### src/rtl/kernel_pkg.sv
// Shared definitions for the kernel sequencer: select codes, FSM states and tap counts.
// KSEQ_CENTER_TAP_EN extends the window with a ninth (centre) tap.
package kernel_pkg;

    localparam logic [3:0] SEL_NONE = 4'd0;
    localparam logic [3:0] SEL_TL   = 4'd1;
    localparam logic [3:0] SEL_TR   = 4'd2;
    localparam logic [3:0] SEL_BL   = 4'd3;
    localparam logic [3:0] SEL_BR   = 4'd4;
    localparam logic [3:0] SEL_R    = 4'd5;
    localparam logic [3:0] SEL_L    = 4'd6;
    localparam logic [3:0] SEL_T    = 4'd7;
    localparam logic [3:0] SEL_B    = 4'd8;
    localparam logic [3:0] SEL_C    = 4'd9;

    localparam int TAPS_EDGE   = 8;
    localparam int TAPS_CENTER = 9;

`ifdef KSEQ_CENTER_TAP_EN
    localparam int TAP_COUNT = TAPS_CENTER;
`else
    localparam int TAP_COUNT = TAPS_EDGE;
`endif

    localparam logic [3:0] LAST_SEL = (TAP_COUNT == TAPS_CENTER) ? SEL_C : SEL_B;

    typedef enum logic [1:0] {
        IDLE,
        STEP,
        DONE
    } state_t;

    // Walk order of the neighbour taps; anything off the list falls back to SEL_NONE.
    function automatic logic [3:0] next_tap(input logic [3:0] sel);
        logic [3:0] nxt;
        case (sel)
            SEL_TL:  nxt = SEL_TR;
            SEL_TR:  nxt = SEL_BL;
            SEL_BL:  nxt = SEL_BR;
            SEL_BR:  nxt = SEL_R;
            SEL_R:   nxt = SEL_L;
            SEL_L:   nxt = SEL_T;
            SEL_T:   nxt = SEL_B;
            SEL_B:   nxt = SEL_C;
            default: nxt = SEL_NONE;
        endcase
        return nxt;
    endfunction

endpackage

### src/rtl/kernel_seq_ctrl_if.sv
// Handshake bundle between the kernel sequencer, its weight mux and the pixel source.
// KSEQ_CENTER_TAP_EN adds the centre weight c_w.
interface kernel_seq_ctrl_if #(
    parameter int PIX_W = 8,
    parameter int W_W   = 4,
    parameter int ACC_W = 16
);

    logic             start;
    logic             busy;
    logic [3:0]       select;
    logic [W_W-1:0]   k_w;
    logic             pix_req;
    logic             pix_valid;
    logic [PIX_W-1:0] pix_in;
    logic [ACC_W-1:0] result;
    logic             result_valid;

`ifdef KSEQ_CENTER_TAP_EN
    logic [W_W-1:0]   c_w;

    modport master (
        output start, k_w, pix_valid, pix_in, c_w,
        input  busy, select, pix_req, result, result_valid
    );

    modport slave (
        input  start, k_w, pix_valid, pix_in, c_w,
        output busy, select, pix_req, result, result_valid
    );
`else
    modport master (
        output start, k_w, pix_valid, pix_in,
        input  busy, select, pix_req, result, result_valid
    );

    modport slave (
        input  start, k_w, pix_valid, pix_in,
        output busy, select, pix_req, result, result_valid
    );
`endif

endinterface

### src/rtl/kernel_mac.sv
// Unsigned multiply-accumulate: acc clears on 'clear' and adds a*b on 'enable'.
module kernel_mac #(
    parameter int A_W   = 8,
    parameter int B_W   = 4,
    parameter int ACC_W = 16
) (
    input  logic             clk,
    input  logic             rst,
    input  logic             clear,
    input  logic             enable,
    input  logic [A_W-1:0]   a,
    input  logic [B_W-1:0]   b,
    output logic [ACC_W-1:0] acc
);

    logic [A_W+B_W-1:0] prod;

    always_comb begin
        prod = {{B_W{1'b0}}, a} * {{A_W{1'b0}}, b};
    end

    // The full product is zero-extended; ACC_W leaves headroom for every tap summed.
    always_ff @(posedge clk) begin
        if (rst) begin
            acc <= '0;
        end else if (clear) begin
            acc <= '0;
        end else if (enable) begin
            acc <= acc + ACC_W'(prod);
        end
    end

endmodule

### src/rtl/kernel_seq_ctrl.sv
// Steps the weight mux through the neighbour taps, accumulating k_w*pixel per handshake beat.
// KSEQ_CENTER_TAP_EN appends a centre tap weighted by c_w.
module kernel_seq_ctrl
    import kernel_pkg::*;
#(
    parameter int PIX_W = 8,
    parameter int W_W   = 4,
    parameter int ACC_W = 16
) (
    input logic              clk,
    input logic              rst,
    kernel_seq_ctrl_if.slave bus
);

    state_t           state;
    state_t           state_next;
    logic [3:0]       tap_idx;
    logic [ACC_W-1:0] acc;
    logic [ACC_W-1:0] result_q;
    logic [W_W-1:0]   weight;
    logic             accept;
    logic             beat;

    always_comb begin
        accept = (state == IDLE) && bus.start;
        beat   = (state == STEP) && bus.pix_valid;
    end

    always_ff @(posedge clk) begin
        if (rst) begin
            state <= IDLE;
        end else begin
            state <= state_next;
        end
    end

    always_comb begin
        state_next = state;
        case (state)
            IDLE:    if (bus.start) state_next = STEP;
            STEP:    if (bus.pix_valid && (tap_idx == LAST_SEL)) state_next = DONE;
            DONE:    state_next = IDLE;
            default: state_next = IDLE;
        endcase
    end

    // Result is visible during DONE straight from the accumulator, then held in result_q.
    always_comb begin
        bus.busy         = (state != IDLE);
        bus.pix_req      = (state == STEP);
        bus.select       = (state == STEP) ? tap_idx : SEL_NONE;
        bus.result_valid = (state == DONE);
        bus.result       = (state == DONE) ? acc : result_q;
    end

    always_ff @(posedge clk) begin
        if (rst) begin
            tap_idx  <= SEL_NONE;
            result_q <= '0;
        end else begin
            if (accept) begin
                tap_idx <= SEL_TL;
            end else if (beat) begin
                tap_idx <= next_tap(tap_idx);
            end else if (state == DONE) begin
                tap_idx <= SEL_NONE;
            end
            if (state == DONE) begin
                result_q <= acc;
            end
        end
    end

`ifdef KSEQ_CENTER_TAP_EN
    always_comb begin
        weight = (tap_idx == SEL_C) ? bus.c_w : bus.k_w;
    end
`else
    always_comb begin
        weight = bus.k_w;
    end
`endif

    kernel_mac #(
        .A_W   (PIX_W),
        .B_W   (W_W),
        .ACC_W (ACC_W)
    ) u_mac (
        .clk    (clk),
        .rst    (rst),
        .clear  (accept),
        .enable (beat),
        .a      (bus.pix_in),
        .b      (weight),
        .acc    (acc)
    );

endmodule
### src/flat_wrapper.sv
// flat-port wrapper written by rule: the top's interface ports become plain ports
module kernel_seq_ctrl_flat import kernel_pkg::*;
#(
    parameter int PIX_W = 8,
    parameter int W_W   = 4,
    parameter int ACC_W = 16
)
  (clk, rst, bus_start, bus_k_w, bus_pix_valid, bus_pix_in, bus_busy, bus_select, bus_pix_req, bus_result, bus_result_valid);
  kernel_seq_ctrl_if #(.PIX_W(PIX_W), .W_W(W_W), .ACC_W(ACC_W)) bus_i ();
  input logic clk;
  input logic rst;
  input wire logic [$bits(bus_i.start)-1:0] bus_start;
  input wire logic [$bits(bus_i.k_w)-1:0] bus_k_w;
  input wire logic [$bits(bus_i.pix_valid)-1:0] bus_pix_valid;
  input wire logic [$bits(bus_i.pix_in)-1:0] bus_pix_in;
  output wire logic [$bits(bus_i.busy)-1:0] bus_busy;
  output wire logic [$bits(bus_i.select)-1:0] bus_select;
  output wire logic [$bits(bus_i.pix_req)-1:0] bus_pix_req;
  output wire logic [$bits(bus_i.result)-1:0] bus_result;
  output wire logic [$bits(bus_i.result_valid)-1:0] bus_result_valid;
  assign bus_i.start = bus_start;
  assign bus_i.k_w = bus_k_w;
  assign bus_i.pix_valid = bus_pix_valid;
  assign bus_i.pix_in = bus_pix_in;
  assign bus_busy = bus_i.busy;
  assign bus_select = bus_i.select;
  assign bus_pix_req = bus_i.pix_req;
  assign bus_result = bus_i.result;
  assign bus_result_valid = bus_i.result_valid;
  kernel_seq_ctrl #(.PIX_W(PIX_W), .W_W(W_W), .ACC_W(ACC_W)) u_core (.clk(clk), .rst(rst), .bus(bus_i));
endmodule
### config.mk
export PLATFORM = sky130hd
export DESIGN_NAME = kernel_seq_ctrl_flat
export DESIGN_NICKNAME = d
export VERILOG_FILES = /design/src/rtl/kernel_pkg.sv /design/src/rtl/kernel_seq_ctrl_if.sv /design/src/rtl/kernel_mac.sv /design/src/rtl/kernel_seq_ctrl.sv /design/src/flat_wrapper.sv
export SDC_FILE = /design/constraint.sdc
export NUM_CORES = 1
export LEC_CHECK = 0
export ABC_AREA = 1
export CAP_MARGIN = 30
export CELL_PAD_IN_SITES_DETAIL_PLACEMENT = 1
export CELL_PAD_IN_SITES_GLOBAL_PLACEMENT = 1
export CORE_ASPECT_RATIO = 0.75
export CORE_MARGIN = 4
export CORE_UTILIZATION = 40
export DETAILED_ROUTE_END_ITERATION = 10
export PLACE_DENSITY = 0.84
export SETUP_SLACK_MARGIN = 0.05
export SYNTH_ARGS = -nofsm -noshare
export SYNTH_HDL_FRONTEND = slang
export SYNTH_SLANG_ARGS = --single-unit
### constraint.sdc
create_clock -name clk -period 3.9 [get_ports clk]
set_input_delay 0.585 -clock clk [delete_from_list [all_inputs] [get_ports clk]]
set_output_delay 0.585 -clock clk [all_outputs]
set_load 0.02 [all_outputs]
==> out/summary.md <==
### Status
• **outcome** complete, no violations

### Clock network
• **clock root buffer** clkbuf_8
• **clock transition at the registers of the reported paths** 80 ps
• **maximum buffer depth of the clock tree** 2
• **TritonCTS clock tree** done
• **clock latency at the later pin of the worst-skew pair** 290 ps
• **Post CTS Setup Buffer Count** 0
• **# H-tree levels** 2
• **number of buffers added by the clock tree synthesis step** 5
• **# clock sinks** 38

### Job
• **Max Cap Violations** 0

### Die
• **die boundary height** 87.2 um
• **die boundary width** 114 um
• **area of the core** 0.00802 mm^2
• **number of rows created at floorplan** 28
• **count of boundary I/O pins** 39
• **initial core utilization** 41.7%
• **Die ar.** 0.00992 mm^2

### Route
• **Antenna Violating Nets Remaining** 0
• **Remaining DRCs** 0
• **Via-to-Cell Ratio** 4.85
• **DR iter-0 viols** 123
• **number of search-and-repair iterations in the first detailed-routing pass** 4
• **mean routed wirelength per cell** 14.3 um
• **total length of routed wires** 9350 um
• **Vias** 3174

### STA
• **normalized max-slew margin** 43.6%
• **Worst Slack Setup Final** 210 ps
• **maximum achievable frequency** 0.271 GHz
• **endpoints failing hold** 0
• **max-slew violations** 0
• **Worst Tran Pin Value** 844 ps
• **Final setup violation count** 0
• **post-route clock skew** 12.2 ps
• **minimum clock period** 3690 ps
• **post-route clock period utilization** 94.6%
• **TNS Setup** 0 ps

### Power and ir drop
• **power share of the sequential group** 31.3%
• **Cell Pwr Density** 312 mW/mm^2
• **total net switching power** 461 uW
• **part of the total power dissipated in the clock network** 27.0%
• **internal power consumption** 824 uW
• **switching share of power** 35.9%
• **static leakage power** 2.44 nW
• **VDD IR max** 0.140 mV
• **part of the power in combinational logic** 41.7%

### Setup path
• **required time worst endpoint** 4080 ps
• **Critical Setup Path Class** in2reg
• **Max Fanout on Critical Path** 4
• **Setup crit end kind** register
• **CP Data Arrival Time** 3870 ps
• **category of the worst setup path launch point** primary input

### Synth
• **synthesized netlist net count** 562
• **number of cells produced by synthesis** 499
• **portion of the post-synthesis area used by sequential elements** 22.7%
• **Post-Synthesis Cell Area** 0.00335 mm^2
• **number of synthesized register bits** 38
• **number of distinct library cell variants in the gate-level netlist after synthesis** 31
• **count of warnings emitted by yosys** 0
• **Avg Inst Size Synth** 6.71 um^2

### Placement
• **worst slack at placement** -443 ps
• **weighted congestion reported at the end of routability-driven placement** 0.867
• **Port Buf Inserts** 38
• **detailed placer's ending HPWL** 7320 um

### Min path
• **class of the tightest hold or removal check** reg2reg

### Cells and area
• **layout cell share with drive strength beyond 1** 13.7%
• **Post-layout nets** 612
• **antenna cells** 0
• **layout-stage area growth over the synthesis result** 23.0%
• **# fillers** 1065

### Global route
• **All-Layer GR Usage** 19.2%
• **vias in the first global route** 3403
• **largest net degree at the start of global routing** 23
• **first-pass GRT wire length** 15600 um
• **residual overflow from global routing** 0
• **number of antenna violations at the first check in global routing** 0

-- metal layers --
layer | GRT usage, % | part of all wire [%]
met5 | 0 | 0
met4 | 1.42 | 0.28
met3 | 2.92 | 2.1
met2 | 35.1 | 51
met1 | 25.0 | 47
-- sequential cells by signal, indices dropped and copies added (netlist names) --
name,flops
u_core.tap_idx,4
u_core.u_mac.acc,16
u_core.result_q,16
u_core.state,2
-- power by group through the flow --
| stage | Combinational (mW) | Sequential, mW | Clock [mW] |
|---|---|---|---|
| 2_1_floorplan | 0.311 | 0.409 | 0 |
| 3_3_place_gp | 0.445 | 0.410 | 0 |
| 3_5_place_dp | 0.469 | 0.410 | 0 |
| 4_1_cts | 0.493 | 0.402 | 0.353 |
| 5_1_grt | 0.597 | 0.403 | 0.372 |
| 6_report | 0.536 | 0.402 | 0.348 |
-- layout make-up --
type | instances | area [um^2] | area share [%]
clock buffers | 6 | 82.6 | 2.00
flip-flops and latches | 38 | 761 | 18.5
clock inverters | 1 | 30.0 | 0.729
repair buffers | 55 | 509 | 12.4
multi-input cells | 308 | 2080 | 50.4
well taps | 105 | 131 | 3.19
inverters | 141 | 529 | 12.8
-- Yosys cell counts (all sizes together) --
cell,n,area share (%)
dfxtp,38,23
nor2,38,5.0
o21ai,25,3.7
xor2,6,1.6
inv,141,16
nor3,3,0.60
a21oi,25,4.2
ha,26,9.7
or2,18,3.4
fa,21,13
o21a,2,0.45
a31oi,1,0.19
nand2,118,14
o21bai,1,0.22
nand4,2,0.37
clkbuf,7,0.82
buf,5,1.4
nand3,19,2.8
a211oi,1,0.37
nand3b,1,0.22
o211ai,1,0.37
-- repair_timing --
item                                    in CTS  in global routing
gates cloned                                 0                  0
resized for setup                            9                 14
pin swaps                                    0                  5
endpoints found under the setup margin       9                 11
hold buffers                                 0                  0
-- logic make-up after synthesis --
group	count (synthesis)	share of synthesized area (%)
AND/OR/NAND/NOR	199	25.9
flip-flops	38	22.7
XOR/XNOR	6	1.57
adder cells (fa/ha/maj)	47	22.3
buffers and inverters	153	18.0
AO/OA/AOI/OAI	56	9.53
-- critical path: stages --
cell	delay, ps
dlygate4sd2_1	270
buf_4	160
nand2_1	50
inv_1	50
fa_1	480
fa_1	550
inv_1	60
fa_1	520
inv_1	70
ha_4	260
nand2_1	70
nand2_1	120
a21oi_1	160
nand2_1	80
xor2_1	150
o21ai_0	170
inv_1	70
-- worst paths after layout --
check,startpoint,endpoint,slack (ps),depth (start not counted)
min,u_core.u_mac.acc[2],u_core.u_mac.acc[2],510,2
max reg2reg,u_core.u_mac.acc[10],u_core.u_mac.acc[15],1580,14
max,bus_k_w[2],u_core.u_mac.acc[9],210,17
min reg2reg,u_core.u_mac.acc[2],u_core.u_mac.acc[2],510,2
-- per-stage QoR --
stage	utilization, %	cell area, um^2	hold WS [ps]	cells	total power [mW]
final	51.3	4120	506	654	1.29
after global routing	51.3	4120	532	654	1.37
after CTS	50.5	4050	512	654	1.25
after detailed placement	48.8	3920	500	647	0.879
after global placement	48.8	3920	480	647	0.855
after floorplan	-	3350	457	499	0.720
-- cell usage in the layout, fill, tap and decap left out, types with 3 or more instances in the layout --
master             n
a21oi_1           21
a21oi_2            4
buf_4             17
clkbuf_8           6
clkdlybuf4s50_1   30
dfxtp_1           38
dlygate4sd2_1      5
dlymetal6s2s_1     3
fa_1              21
ha_1              21
ha_4               5
inv_1            136
inv_2              5
nand2_1          110
nand2_2            8
nand3_1           17
nor2_1            33
nor2_4             3
o21ai_0           20
o21ai_1            5
or2_2             18
xor2_1             6
(Power assumes the default switching activity.)
